## src/rtl/pin_entry_keypad.sv

```systemverilog
// rtl/pin_entry_keypad.sv - two-digit BCD PIN entry front end with alarm lock.
// Optional idle-timeout on partial entries is built when PIN_TIMEOUT_EN is defined.
module pin_entry_keypad #(
   parameter int TIMEOUT_CYCLES = 1000
) (
   input  logic       clock,
   input  logic       reset,
   input  logic       key_valid,
   input  logic [3:0] key_code,
   input  logic       alarma_bloqueo,
   output logic [7:0] pin,
   output logic       pin_validation,
   output logic       entry_error,
   output logic [1:0] digit_count,
   output logic       keypad_locked
);

   typedef enum logic [2:0] {
      S_IDLE   = 3'd0,
      S_ONE    = 3'd1,
      S_TWO    = 3'd2,
      S_SUBMIT = 3'd3,
      S_LOCKED = 3'd4
   } state_t;

   localparam logic [3:0] KEY_CLEAR = 4'hA;
   localparam logic [3:0] KEY_ENTER = 4'hB;

   state_t     state, state_d;
   logic [7:0] pin_d;
   logic       err_d;
   logic       pv_d;
   logic [1:0] dc_d;
   logic       lock_d;
   logic       timeout_hit;
   logic       entering;

   if (TIMEOUT_CYCLES < 2) begin : g_bad_timeout
      $error("pin_entry_keypad: TIMEOUT_CYCLES must be at least 2");
   end

   assign entering = (state == S_IDLE) || (state == S_ONE) || (state == S_TWO);

`ifdef PIN_TIMEOUT_EN
   localparam int CW = $clog2(TIMEOUT_CYCLES + 1);

   logic [CW-1:0] idle_cnt, idle_cnt_d;

   assign timeout_hit = (idle_cnt == CW'(TIMEOUT_CYCLES));

   // Counts only quiet cycles of a partial entry; anything else restarts it.
   always_comb begin
      idle_cnt_d = '0;
      if ((state == S_ONE || state == S_TWO) && !key_valid && !alarma_bloqueo && !timeout_hit)
         idle_cnt_d = idle_cnt + 1'b1;
   end

   always_ff @(posedge clock) begin
      if (reset) idle_cnt <= '0;
      else       idle_cnt <= idle_cnt_d;
   end
`else
   assign timeout_hit = 1'b0;
`endif

   always_ff @(posedge clock) begin
      if (reset) begin
         state          <= S_IDLE;
         pin            <= 8'h00;
         pin_validation <= 1'b0;
         entry_error    <= 1'b0;
         digit_count    <= 2'd0;
         keypad_locked  <= 1'b0;
      end else begin
         state          <= state_d;
         pin            <= pin_d;
         pin_validation <= pv_d;
         entry_error    <= err_d;
         digit_count    <= dc_d;
         keypad_locked  <= lock_d;
      end
   end

   always_comb begin
      state_d = state;
      if (alarma_bloqueo) begin
         state_d = S_LOCKED;
      end else begin
         case (state)
            S_LOCKED, S_SUBMIT: state_d = S_IDLE;
            S_IDLE, S_ONE, S_TWO: begin
               if (timeout_hit) begin
                  state_d = S_IDLE;
               end else if (key_valid) begin
                  if (key_code <= 4'd9) begin
                     if (state == S_IDLE)     state_d = S_ONE;
                     else if (state == S_ONE) state_d = S_TWO;
                  end else if (key_code == KEY_CLEAR) begin
                     state_d = S_IDLE;
                  end else if (key_code == KEY_ENTER && state == S_TWO) begin
                     state_d = S_SUBMIT;
                  end
               end
            end
            default: state_d = S_IDLE;
         endcase
      end
   end

   // Outputs are computed from the next state so every port comes straight from a flop.
   always_comb begin
      pin_d  = pin;
      err_d  = 1'b0;
      pv_d   = (state_d == S_SUBMIT);
      lock_d = (state_d == S_LOCKED);
      case (state_d)
         S_ONE:   dc_d = 2'd1;
         S_TWO:   dc_d = 2'd2;
         default: dc_d = 2'd0;
      endcase
      if (alarma_bloqueo) begin
         pin_d = 8'h00;
      end else if (entering) begin
         if (timeout_hit) begin
            pin_d = 8'h00;
            err_d = 1'b1;
         end else if (key_valid) begin
            if (key_code <= 4'd9) begin
               if (state == S_IDLE)     pin_d = {key_code, 4'h0};
               else if (state == S_ONE) pin_d = {pin[7:4], key_code};
               else                     err_d = 1'b1;
            end else if (key_code == KEY_CLEAR) begin
               pin_d = 8'h00;
            end else if (key_code == KEY_ENTER) begin
               err_d = (state != S_TWO);
            end else begin
               err_d = 1'b1;
            end
         end
      end
   end

endmodule

```

## config.mk

```make
export PLATFORM = sky130hd
export DESIGN_NAME = pin_entry_keypad
export DESIGN_NICKNAME = d
export VERILOG_FILES = /design/src/rtl/pin_entry_keypad.sv
export SDC_FILE = /design/constraint.sdc
export NUM_CORES = 1
export LEC_CHECK = 0
export ABC_AREA = 1
export CAP_MARGIN = 20
export CELL_PAD_IN_SITES_DETAIL_PLACEMENT = 1
export CELL_PAD_IN_SITES_GLOBAL_PLACEMENT = 1
export CORE_ASPECT_RATIO = 0.5
export CORE_MARGIN = 3
export CORE_UTILIZATION = 25
export CTS_CLUSTER_SIZE = 30
export DETAILED_ROUTE_END_ITERATION = 16
export HOLD_SLACK_MARGIN = 0.1
export PLACE_DENSITY = 0.67
export RECOVER_POWER = 50
export SLEW_MARGIN = 5
export SYNTH_ARGS = -nofsm -noshare
export SYNTH_HDL_FRONTEND = slang
export SYNTH_SLANG_ARGS = --single-unit
export TNS_END_PERCENT = 50
```

## constraint.sdc

```tcl
create_clock -name clock -period 1.4 [get_ports clock]
set_clock_uncertainty 0.15 [all_clocks]
set_input_delay 0.14 -clock clock [delete_from_list [all_inputs] [get_ports clock]]
set_output_delay 0.14 -clock clock [all_outputs]
set_load 0.01 [all_outputs]
```

==> results.md, run 1 <==
- Final Max Tran Viols: 0
- Storage cell area: 329 um^2
- # setup viols final: 0
- Initial antenna violation count: 0
- Skew-Pair Late Insertion Delay: 250 ps
- Crit-path max cell delay: 370 ps
- Multi-input gate area: 394 um^2
- Power Density: 914 nW/um^2
- Worst Setup End Kind: register
- Total Neg Setup Slack: 0 ps
- Final WL: 2190 um
- Cell Rows: 13
- Crit Path Max Fanout: 5
- Clock sinks: 16
- DRC Markers: 0
- Sw Share: 25.3%
- Crit Path Category: reg -> reg
- DIE WIDTH: 82.7 um
- CTS buffer count: 3
- Slowest CP cell: dfxtp_4
- Power Total: 1050 uW
- CP arrival: 1290 ps
- Root buf cell: clkbuf_8
- Via Count: 785
- Worst Setup SP: state[1]$_SDFF_PP0_
- M3 GR Usage: 4.27%
- Worst-Margin Slew: 201 ps
- Reg2Reg Depth: 6
- Yosys warns: 0
- CTS tree: done
- Max Clock Freq: 767 MHz
- Status: complete, no violations
- Sw power: 266 uW
- Fin util: 42.5%
- WP data required: 1390 ps
- Postcts setup bufs: 0
- CP dominant cell by count: nand2_2
- Worst setup endpoint: pin[1]$_SDFFE_PP0P_
- Total gr overflow: 0
- Clk buf depth: 2
- Relative slew margins: 86.5%
- Synth Instances: 104
- Endpoints failing hold: 0
- R2R setup slack: 100 ps
- CP delay by family, top: simple AND/OR/NAND/NOR gates
- Core ar.: 2700 um^2
- Max VDD drop: 0.000324 V
- H-tree depth: 1
- Worst Setup Start Kind: register
- Routability cong.: 0.894
- GR Util met2: 22.5%
- Seq/Total Area, Yosys: 43.6%
- I/O Pins: 21
- Max_cap viols: 0
- Syn nets: 112
- Comb power frac: 16.2%
- Synth Cell Area: 734 um^2
- Fillcell total: 360
- CP bufs+invs: 0
- DRT iter0 DRCs: 24
- Leakage: 0.000543 uW
- M1 GR Usage: 17.2%
- Clock power frac: 39.3%
- Worst-path clk slew: 60 ps
- Port bufs: 20
- Largest net degree at the start of global routing: 10
- Register bit total from synthesis: 16
- Dpl ws: -380 ps
- Die footprint: 3660 um^2
- Diodes inserted: 0
- First-pass GRT wire length: 3700 um
- Number of unique standard cell types used by synthesis: 18
- Final worst-path setup slack: 96.5 ps
- Int Pwr: 784 uW
- Vias in the first global route: 827
- GR Util All Layers: 13.6%
- Seq pwr share: 44.5%
- Critical path cell sequence: a21oi_2, nand2_2, nor2_4, nand2_2, nand2_1, a21oi_1
- DP HPWL: 1720 um
- Initial Utilization: 27.2%
- Instance count on the critical path: 6
- Fraction of layout cells with a size suffix above 1: 25.5%
- DR vias/cell: 4.41
- Routed Antenna Nets: 0
- Final worst path period need: 1300 ps
- Final #Nets: 150
- Hold_ws: 98.8 ps
- GRT Max-Usage Layer: met2
- Area growth from synthesis to layout: 56.4%
- Worst r2r dst: pin[1]$_SDFFE_PP0P_
- Routed len/inst: 12.3 um
- R2r startpoint: state[1]$_SDFF_PP0_
- First-pass DRT Iterations: 4
- Mean Syn Cell Area: 7.06 um^2
- Final period utilization: 93.1%
- Hold Crit Class: in -> reg
- DIE HEIGHT: 44.3 um
[routing by layer]
layer	share of wire [%]	vias up
met3	3.6	2
met1	48	363
li1	-	408
met5	0	-
met2	47	12
met4	1.1	0
[per-stage QoR]
| stage | cells | instance area (um^2) |
|---|---|---|
| 2_1_floorplan | 104 | 734 |
| 3_3_place_gp | 174 | 1080 |
| 3_5_place_dp | 174 | 1080 |
| 4_1_cts | 178 | 1120 |
| 5_1_grt | 178 | 1150 |
| 6_report | 178 | 1150 |
[state kept, by name (all words and copies together) (netlist names)]
name	flops
pin	8
state	3
digit_count	2
entry_error	1
keypad_locked	1
pin_validation	1
[synth_stat cells]
master    number  area [um^2]
nor2_2         3         18.8
inv_1         11         41.3
o21ai_1        1         5.00
nand3_2        1         10.0
nand3_1        8         40.0
dfxtp_1       16          320
a21oi_2        1         8.76
nand3b_1       1         7.51
nand2_1       28          105
a31oi_1        1         6.26
nor3_1         1         5.00
nand4_1        3         18.8
nor2_4         2         22.5
a21oi_1        9         45.0
clkinv_1       1         3.75
nand2_2        2         12.5
nor2_1        14         52.6
nand2_4        1         11.3
[repair_timing]
action                     CTS  global route
setup endpoints to repair   24            15
hold buffers                 0             0
gates resized for setup     17            14
pin swaps                    0             3
hold endpoints to repair     0             0
[power groups by stage]
stage	registers (uW)	clock network [uW]	logic, uW
after floorplan	482	0	75.8
final	467	412	170
after global placement	480	0	167
after detailed placement	480	0	170
after CTS	470	429	167
after global routing	468	449	190
[kinds of logic (layout without fill, tap and decap cells)]
| family | count (synthesis) | in the layout | synth area share [%] |
|---|---|---|---|
| DFF | 16 | 16 | 43.6 |
| AOI/OAI and AO/OA | 12 | 12 | 8.86 |
| buffers and inverters | 12 | 49 | 6.13 |
| and+or+nand+nor | 64 | 64 | 41.4 |
[worst min-delay path by stage]
| stage | start | to | slack [ps] | cells after the start |
|---|---|---|---|---|
| after floorplan | reset | keypad_locked$_SDFF_PP0_ | 60 | 1 |
| after global routing | key_code[0] | pin[4]$_SDFFE_PP0P_ | 110 | 3 |
| final | key_code[0] | pin[4]$_SDFFE_PP0P_ | 100 | 3 |
| after CTS | key_code[3] | pin[7]$_SDFFE_PP0P_ | 190 | 3 |
| after detailed placement | pin[6]$_SDFFE_PP0P_ | pin[6]$_SDFFE_PP0P_ | 300 | 2 |
| after global placement | pin[5]$_SDFFE_PP0P_ | pin[5]$_SDFFE_PP0P_ | 300 | 2 |
[placed cells by master (no fill, tap or decap), types with 3 or more instances in the layout]
master,synthesis,routed
nand2_2,2,6
nand3_1,8,8
dfxtp_1,16,13
buf_4,0,12
nor2_1,14,12
nand4_1,3,3
dlygate4sd2_1,0,14
nor2_2,3,3
nor2_4,2,4
clkbuf_8,0,4
a21oi_1,9,9
inv_1,11,10
nand2_1,28,24
[worst min-delay path: stages]
cell	delay, ps
dlymetal6s2s_1	170
nand2_1	90
a21oi_1	50
[cell type report]
cell class / count / share of cell area, %
clock buffers: 4 / 4.79
inverters: 12 / 3.92
multi-input cells: 76 / 34.3
flip-flops and latches: 16 / 28.6
well taps: 37 / 4.03
repair buffers: 33 / 24.3
Note: power is estimated with default switching activity, not from simulation.
==> inputs of run 2 (changes only) <==
- CORE_MARGIN: 3 -> 10
==> run 2 against run 1 <==
Register-to-register slack worse by 30 ps; sequential power about the same; critical path type unchanged; count of clock-buffer cells in the layout unchanged; wire length up 7.6%; via count down 2.2%; die area up 54%; combinational power about the same; critical endpoint is now pin[3]$_SDFFE_PP0P_; highest routed layer unchanged; flip-flop and latch count unchanged.
==> results.md, run 2 (synthesis results as in run 1) <==
- WP data required: 1390 ps (about the same)
- I/O Pins: 21 (unchanged)
- Routed len/inst: 13.4 um (+8.8%)
- Via Count: 768 (-2.2%)
- Hold Crit Class: in -> reg
- Postcts setup bufs: 0 (unchanged)
- Worst Setup Start Kind: register
- Final worst-path setup slack: 69.9 ps (-26.7 ps)
- Clk buf depth: 2 (unchanged)
- Worst Hold Launch: key_code[3]
- Core ar.: 2700 um^2 (unchanged)
- Initial antenna violation count: 0 (unchanged)
- DRC Markers: 0 (unchanged)
- RSZ-0062 raised after global routing: yes
- Worst r2r dst: pin[3]$_SDFFE_PP0P_
- Biggest register: pin
- Max Clock Freq: 752 MHz (-2.0%)
- Reg2Reg Depth: 6 (unchanged)
- Clock sinks: 16 (unchanged)
- DIE HEIGHT: 58.3 um (+32%)
- Status: complete, no violations
- Diodes inserted: 0 (unchanged)
- Port bufs: 20 (unchanged)
- Area growth from synthesis to layout: 56.6%
- Slowest CP cell: dfxtp_4
- Root buf cell: clkbuf_8
- Cell Rows: 13 (unchanged)
- Routed Antenna Nets: 0 (unchanged)
- Vias in the first global route: 785 (-5.1%)
- Hold_ws: 185 ps (+86.6 ps)
- Worst Setup End Kind: register
- Max reg flops: 8 (unchanged)
- CP bufs+invs: 0 (unchanged)
- CP delay by family, top: simple AND/OR/NAND/NOR gates
- R2r startpoint: state[1]$_SDFF_PP0_
- Power Density: 916 nW/um^2 (+0.23%)
- Fraction of layout cells with a size suffix above 1: 26.6% (+1.1 points)
- CTS buffer count: 3 (unchanged)
- R2R setup slack: 70 ps (-30 ps)
- Final #Nets: 148 (-1.3%)
- Biggest regs: pin: 8 flops, state: 3 flops, digit_count: 2 flops
- DRT iter0 DRCs: 24 (unchanged)
- Largest net degree at the start of global routing: 10 (unchanged)
- Worst-path clk slew: 70 ps (about the same)
- H-tree depth: 1 (unchanged)
- Endpoints failing hold: 0 (unchanged)
- # hold bufs at CTS: 0 (unchanged)
- First-pass GRT wire length: 3770 um (+2.1%)
- Skew-Pair Late Insertion Delay: 250 ps (about the same)
- Instance count on the critical path: 6 (unchanged)
- GR Util All Layers: 8.38% (-5.2 points)
- Dpl ws: -354 ps (+26.3 ps)
- Final period utilization: 95.0% (+1.9 points)
- Final worst path period need: 1330 ps (+26.7 ps)
- Final WL: 2350 um (+7.6%)
- Hold Path End: pin[7]$_SDFFE_PP0P_
- Most frequent cells in the layout: nand2_1, dlygate4sd2_1, nor2_1, dfxtp_1
- DR vias/cell: 4.36 (-1.1%)
- Worst-Margin Slew: 239 ps (+38.3 ps)
- # setup viols final: 0 (unchanged)
- Max_cap viols: 0 (unchanged)
- Critical path cell sequence: a21oi_2, nand2_2, nor2_4, nand2_2, nand2_1, a21oi_1
- DIE WIDTH: 96.7 um (+17%)
- CTS tree: done
- First-pass DRT Iterations: 4 (unchanged)
- Crit Path Max Fanout: 5 (unchanged)
- Initial Utilization: 27.2% (unchanged)
- Crit Path Category: reg -> reg
- Final Max Tran Viols: 0 (unchanged)
- Total gr overflow: 0 (unchanged)
- CP arrival: 1320 ps (+30 ps)
- Crit-path max cell delay: 370 ps (about the same)
- DP HPWL: 1770 um (+2.9%)
- CP dominant cell by count: nand2_2
- Relative slew margins: 84.0% (-2.5 points)
- Die footprint: 5640 um^2 (+54%)
- Commonest non-fill, non-tap cell in the layout: nand2_1
- Routability cong.: 0.775 (-13%)
- Max VDD drop: 0.000320 V (-1.4%)
- Leakage: 0.000525 uW (-3.3%)
- Hold path depth: 3 (unchanged)
[run 2: layer usage]
layer / global-route usage (%) / share of wire, % / vias to the layer above
met2: 13.6 / 46 / 12
li1: - / - / 404
met5: 0 / 0 / -
met3: 3.61 / 4.8 / 4
met4: 5.01 / 1.9 / 0
met1: 9.12 / 47 / 348
[run 2: timing repair]
item / 4_1_cts / 5_1_grt
setup endpoints to repair: 23 / 16
gates resized for setup: 18 / 17
pin swaps: 2 / 6
[run 2: where the power goes]
group          internal [uW]  total [uW]  leakage, uW  switching, uW
Clock                    250         415    0.0000288            165
Combinational           71.2         171     0.000364           99.5
Sequential               461         467     0.000132           6.47
Total                    782        1050     0.000525            271
[run 2: cell type report]
| class | count | area (um^2) |
|---|---|---|
| Multi-Input combinational cell | 76 | 413 |
| Inverter | 12 | 45.0 |
| Fill cell | 340 | 1550 |
| Sequential cell | 16 | 329 |
| Clock buffer | 4 | 55.1 |
| Timing Repair Buffer | 31 | 262 |
| Tap cell | 37 | 46.3 |
[run 2: through the flow]
stage	setup TNS [ps]	total power, uW	cells	cell area, um^2	util, %
6_report	0	1050	176	1150	42.6
5_1_grt	-110	1110	176	1150	42.6
4_1_cts	0	1060	176	1110	41.0
3_5_place_dp	-4310	643	172	1060	39.4
3_3_place_gp	-4040	641	172	1060	39.4
2_1_floorplan	0	558	104	734	-
[run 2: worst register-to-register path: cells and delay by family (launching register included)]
family	cells	cell delay [ps]
AND/OR/NAND/NOR	4	500
flip-flops	1	370
AO/OA/AOI/OAI	2	230
[run 2: worst max path at each step]
stage,slack (ps),startpoint,endpoint
floorplan,180,state[1]$_SDFF_PP0_,pin[0]$_SDFFE_PP0P_
global placement,-330,key_code[2],digit_count[1]$_SDFF_PP0_
detailed placement,-350,key_code[3],pin_validation$_SDFF_PP0_
CTS,3,entry_error$_SDFF_PP0_,entry_error
global route,-30,state[1]$_SDFF_PP0_,digit_count[1]$_SDFF_PP0_
finish,70,state[1]$_SDFF_PP0_,pin[3]$_SDFFE_PP0P_
==> inputs of run 3 (changes only) <==
- CTS_CLUSTER_DIAMETER: not set -> 50
==> results of run 3 <==
Same layout as run 2: the final DEF is identical, and so are final timing and power.
==> RTL edit 1 (config.mk and constraints of run 1) <==
Add a define of `PIN_TIMEOUT_EN`.
--- a/src/rtl/pin_entry_keypad.sv
+++ b/src/rtl/pin_entry_keypad.sv
@@ -2,2 +2,4 @@
 // Optional idle-timeout on partial entries is built when PIN_TIMEOUT_EN is defined.
+`define PIN_TIMEOUT_EN
+
 module pin_entry_keypad #(
Formal check against the unedited RTL: same outputs for any inputs over 10 cycles, from zero or initial values and one cycle with reset high; that may be too few to reach the edited logic, so the function may still have changed.
==> RTL edit 1 against run 1 <==
  * The flow now finishes with violations (negative setup slack)
  * Final area grew 88%
  * Cell count is 79% higher
  * First-iteration DRC count grew 83%
  * Setup slack worse by 0.24 ns
  * Critical endpoint unchanged
  * Total power rose by 61%
  * Area after synthesis grew 81%
  * Sequential cell count up 10
  * Routed wire length increased by 79%
  * Clock power is 61% higher
  * Largest cell class unchanged
  * Sequential share of layout area decreased by 4.4 points
==> RTL edit 1: results (changes against run 1) <==
Yosys
  – Distinct cells, synth: 24 (was 18)
  – Top cells by count, synth: nand2_1 (37), nor2_1 (34), dfxtp_1 (26) (was nand2_1 (28), dfxtp_1 (16), nor2_1 (14))
  – Syn Nets: 198 (was 112)
  – Seq/Total Area, Yosys: 39.2% (was 43.6%)

Global route
  – Met1 usage: 15.9% (was 17.2%)
  – Met3 Use GR: 2.71% (was 4.27%)
  – Total track usage: 13.2% (was 13.6%)
  – Pin count of the biggest net entering global routing: 16 (was 10)

Status
  – Violated checks: negative setup slack
  – Status: finished, violations left (was complete, no violations)

Place
  – GPL Wtd Cong: 0.800 (was 0.894)
  – Pre-CTS WS: -0.373 ns (was -0.380 ns)

Routing
  – DRT Wirelength: 3.91 mm (was 2.19 mm)
  – Routed length on met3: 122 um (was 79 um)

Worst setup path
  – WP data arrival: 1.58 ns (was 1.29 ns)
  – FF-to-FF path depth: 11 (was 6)
  – Worst-path fanout max: 7 (was 5)
  – Worst reg2reg path startpoint: idle_cnt[0] (was state[1])

Final layout
  – Buffering overhead: 22.5% (was 24.3%)
  – Post-layout instance area: 2160 um2 (was 1150 um2)
  – Filler cells: 640 (was 360)
  – Seq area share: 24.2% (was 28.6%)
  – Largest regs: idle_cnt x10, pin x8, state x3 (was pin x8, state x3, digit_count x2)

Clocking
  – Clock Pin Slew Worst Setup and Hold Paths: 0.10 ns (was 0.06 ns)
  – CTS sink cnt: 26 (was 16)

STA
  – Post-route setup slack: -0.143 ns (was 0.0965 ns)
  – Final setup viols: 24 (was 0)

Power
  – Leak: 0.961 nW (was 0.543 nW)

Min path
  – Worst hold-check path type: register to register (was input pin to register)

Floorplan
  – Core box area: 5020 um2 (was 2700 um2)
==> RTL edit 1: changes by cell type after synthesis, sizes merged, moves of 4 or more <==
cell,before,now
dfxtp,16,26
inv,11,26
nand2,31,43
nand3,9,25
nor2,19,39
o21ai,1,5
==> RTL edit 1: worst min path at each step <==
stage	end	cells after the start	slack [ns]
finish	pin[1]	2	0.34
floorplan	keypad_locked	1	0.06
CTS	pin[1]	2	0.34
detailed placement	pin[5]	2	0.33
global placement	pin[7]	2	0.31
global route	pin[5]	2	0.38
==> RTL edit 1: critical path, stage by stage, from the launching register on <==
cell,delay (ns)
dfxtp_2,0.34
inv_2,0.06
ha_4,0.14
nand2_4,0.05
nor2_4,0.10
nand3_4,0.17
nand2_4,0.16
nand2_4,0.08
inv_4,0.06
nand3_2,0.06
nand2_1,0.06
nor2_1,0.03
==> RTL edit 1: where the power goes <==
| part | total [mW] | internal, mW | switching [mW] | leakage (nW) |
|---|---|---|---|---|
| Sequential | 0.758 | 0.753 | 0.00539 | 0.212 |
| Clock | 0.663 | 0.383 | 0.280 | 0.0357 |
| Combinational | 0.266 | 0.112 | 0.153 | 0.714 |
| Total | 1.69 | 1.25 | 0.439 | 0.961 |
==> RTL edit 1: kinds of logic after synthesis <==
kind of cell             synth area share [%]
AND/OR/NAND/NOR                          43.0
buffers and inverters                    9.34
AO/OA/AOI/OAI                            5.19
XOR/XNOR                                 1.32
adder cells (fa/ha/maj)                  1.89
flip-flops                               39.2
==> RTL edit 1: what timing repair did <==
item,4_1_cts,5_1_grt
pin swaps,17,11
hold endpoints to repair,0,0
gates resized for setup,46,19
setup endpoints to repair,37,24
setup buffers,2,4
==> RTL edit 2 (flow settings as in run 1) <==
Without the edit above. Encoding of `state_t`: now one-hot (5 bits for 5 states).
--- a/src/rtl/pin_entry_keypad.sv
+++ b/src/rtl/pin_entry_keypad.sv
@@ -17,8 +17,8 @@
 
-   typedef enum logic [2:0] {
-      S_IDLE   = 3'd0,
-      S_ONE    = 3'd1,
-      S_TWO    = 3'd2,
-      S_SUBMIT = 3'd3,
-      S_LOCKED = 3'd4
+   typedef enum logic [4:0] {
+      S_IDLE   = 5'b00001,
+      S_ONE    = 5'b00010,
+      S_TWO    = 5'b00100,
+      S_SUBMIT = 5'b01000,
+      S_LOCKED = 5'b10000
    } state_t;
Function: same outputs for any inputs over 10 cycles, from zero or initial values and one cycle with reset high; not proved beyond that.
==> RTL edit 2 against run 1 <==
  * The run now ends with negative setup slack left
  * First-iteration DRC count fell by 13%
  * Area after synthesis rose by 21%
  * Combinational power increased by 77%
  * Routed wire length rose by 23%
  * Total power grew 20%
  * Final area rose by 28%
  * Sequential cell count is 2 higher
  * Die area grew 19%
  * Setup slack got worse by 0.15 ns
==> RTL edit 2: results (changes against run 1) <==
Status
  – Violated checks: negative setup slack
  – Status: finished, violations left (was complete, no violations)

Place
  – Placed Cells: 214 (was 174)
  – Detailed Place HPWL: 1.96 mm (was 1.72 mm)
  – GPL Wtd Cong: 0.768 (was 0.894)
  – Pre-CTS WS: -0.401 ns (was -0.380 ns)

Min path
  – Hold Startpoint: key_valid (was key_code[0])
  – Hold path endpoint: entry_error (was pin[4])

Yosys
  – Distinct cells, synth: 23 (was 18)
  – Top cells by area, synth: dfxtp_1 (40%), nand2_1 (13%), nor2_1 (10%) (was dfxtp_1 (44%), nand2_1 (14%), nor2_1 (7.2%))
  – Compound-gate portion of the synthesized area: 6.17% (was 8.86%)
  – Post-Synthesis Cells: 128 (was 104)

Routing
  – Via count: 937 (was 785)
  – Metal-1 WL: 1.25 mm (was 1.05 mm)
  – DR WL met2: 1.31 mm (was 1.03 mm)
  – 1st-iter DRT viols: 21 (was 24)
  – DR WL/cell: 12.3 um (about the same)

Worst setup path
  – CP max stage delay: 0.34 ns (was 0.37 ns)
  – Reg-to-reg endpoint: pin[5] (was pin[1])

Final layout
  – Largest regs: pin x8, state x5, digit_count x2 (was pin x8, state x3, digit_count x2)
  – Post-layout instance area: 1470 um2 (was 1150 um2)
  – Layout net count: 180 (was 150)
  – Layout cell share with drive strength beyond 1: 34.5% (was 25.5%)

Global route
  – Pin count of the biggest net entering global routing: 11 (was 10)
  – Routing usage on met2: 24.4% (was 22.5%)
  – First-pass GRT wire length: 4.24 mm (was 3.70 mm)
  – Met1 usage: 14.6% (was 17.2%)
  – Number of global-route vias before repair: 959 (was 827)

STA
  – Hold_ws: 0.255 ns (was 0.0988 ns)
  – Final setup viols: 13 (was 0)
  – Post-route setup slack: -0.0571 ns (was 0.0965 ns)
  – Setup TNS: -0.401 ns (was 0 ns)
  – Tightest Pin Transition: 0.395 ns (was 0.201 ns)

Clocking
  – CTS resizes: 31 (was 17)

Power
  – Peak VDD IR: 328 uV (was 324 uV)
  – Leak: 0.685 nW (was 0.543 nW)
==> RTL edit 2: cell types whose count changed in the layout (fill, tap and decap cells not counted), moves of 3 or more <==
cell	before	now
nand2_1	24	29
buf_4	12	19
nor2_1	12	20
inv_1	10	13
nand2_4	1	5
inv_2	1	5
dfxtp_2	1	5
nand3_4	0	3
a21oi_1	9	1
nand2_2	6	1
==> RTL edit 2: power by group through the flow <==
stage / clock network [mW] / registers [mW] / logic [mW]
floorplan: 0 / 0.551 / 0.141
global placement: 0 / 0.546 / 0.265
detailed placement: 0 / 0.547 / 0.269
CTS: 0.445 / 0.538 / 0.287
global route: 0.474 / 0.541 / 0.330
finish: 0.422 / 0.539 / 0.301
==> RTL edit 2: cell type report <==
cell class	count	area (um2)
Sequential cell	18	367
Timing Repair Buffer	40	333
Fill cell	401	1740
Inverter	18	67.6
Multi-Input combinational cell	91	584
Clock buffer	4	55.1
Tap cell	48	60.1
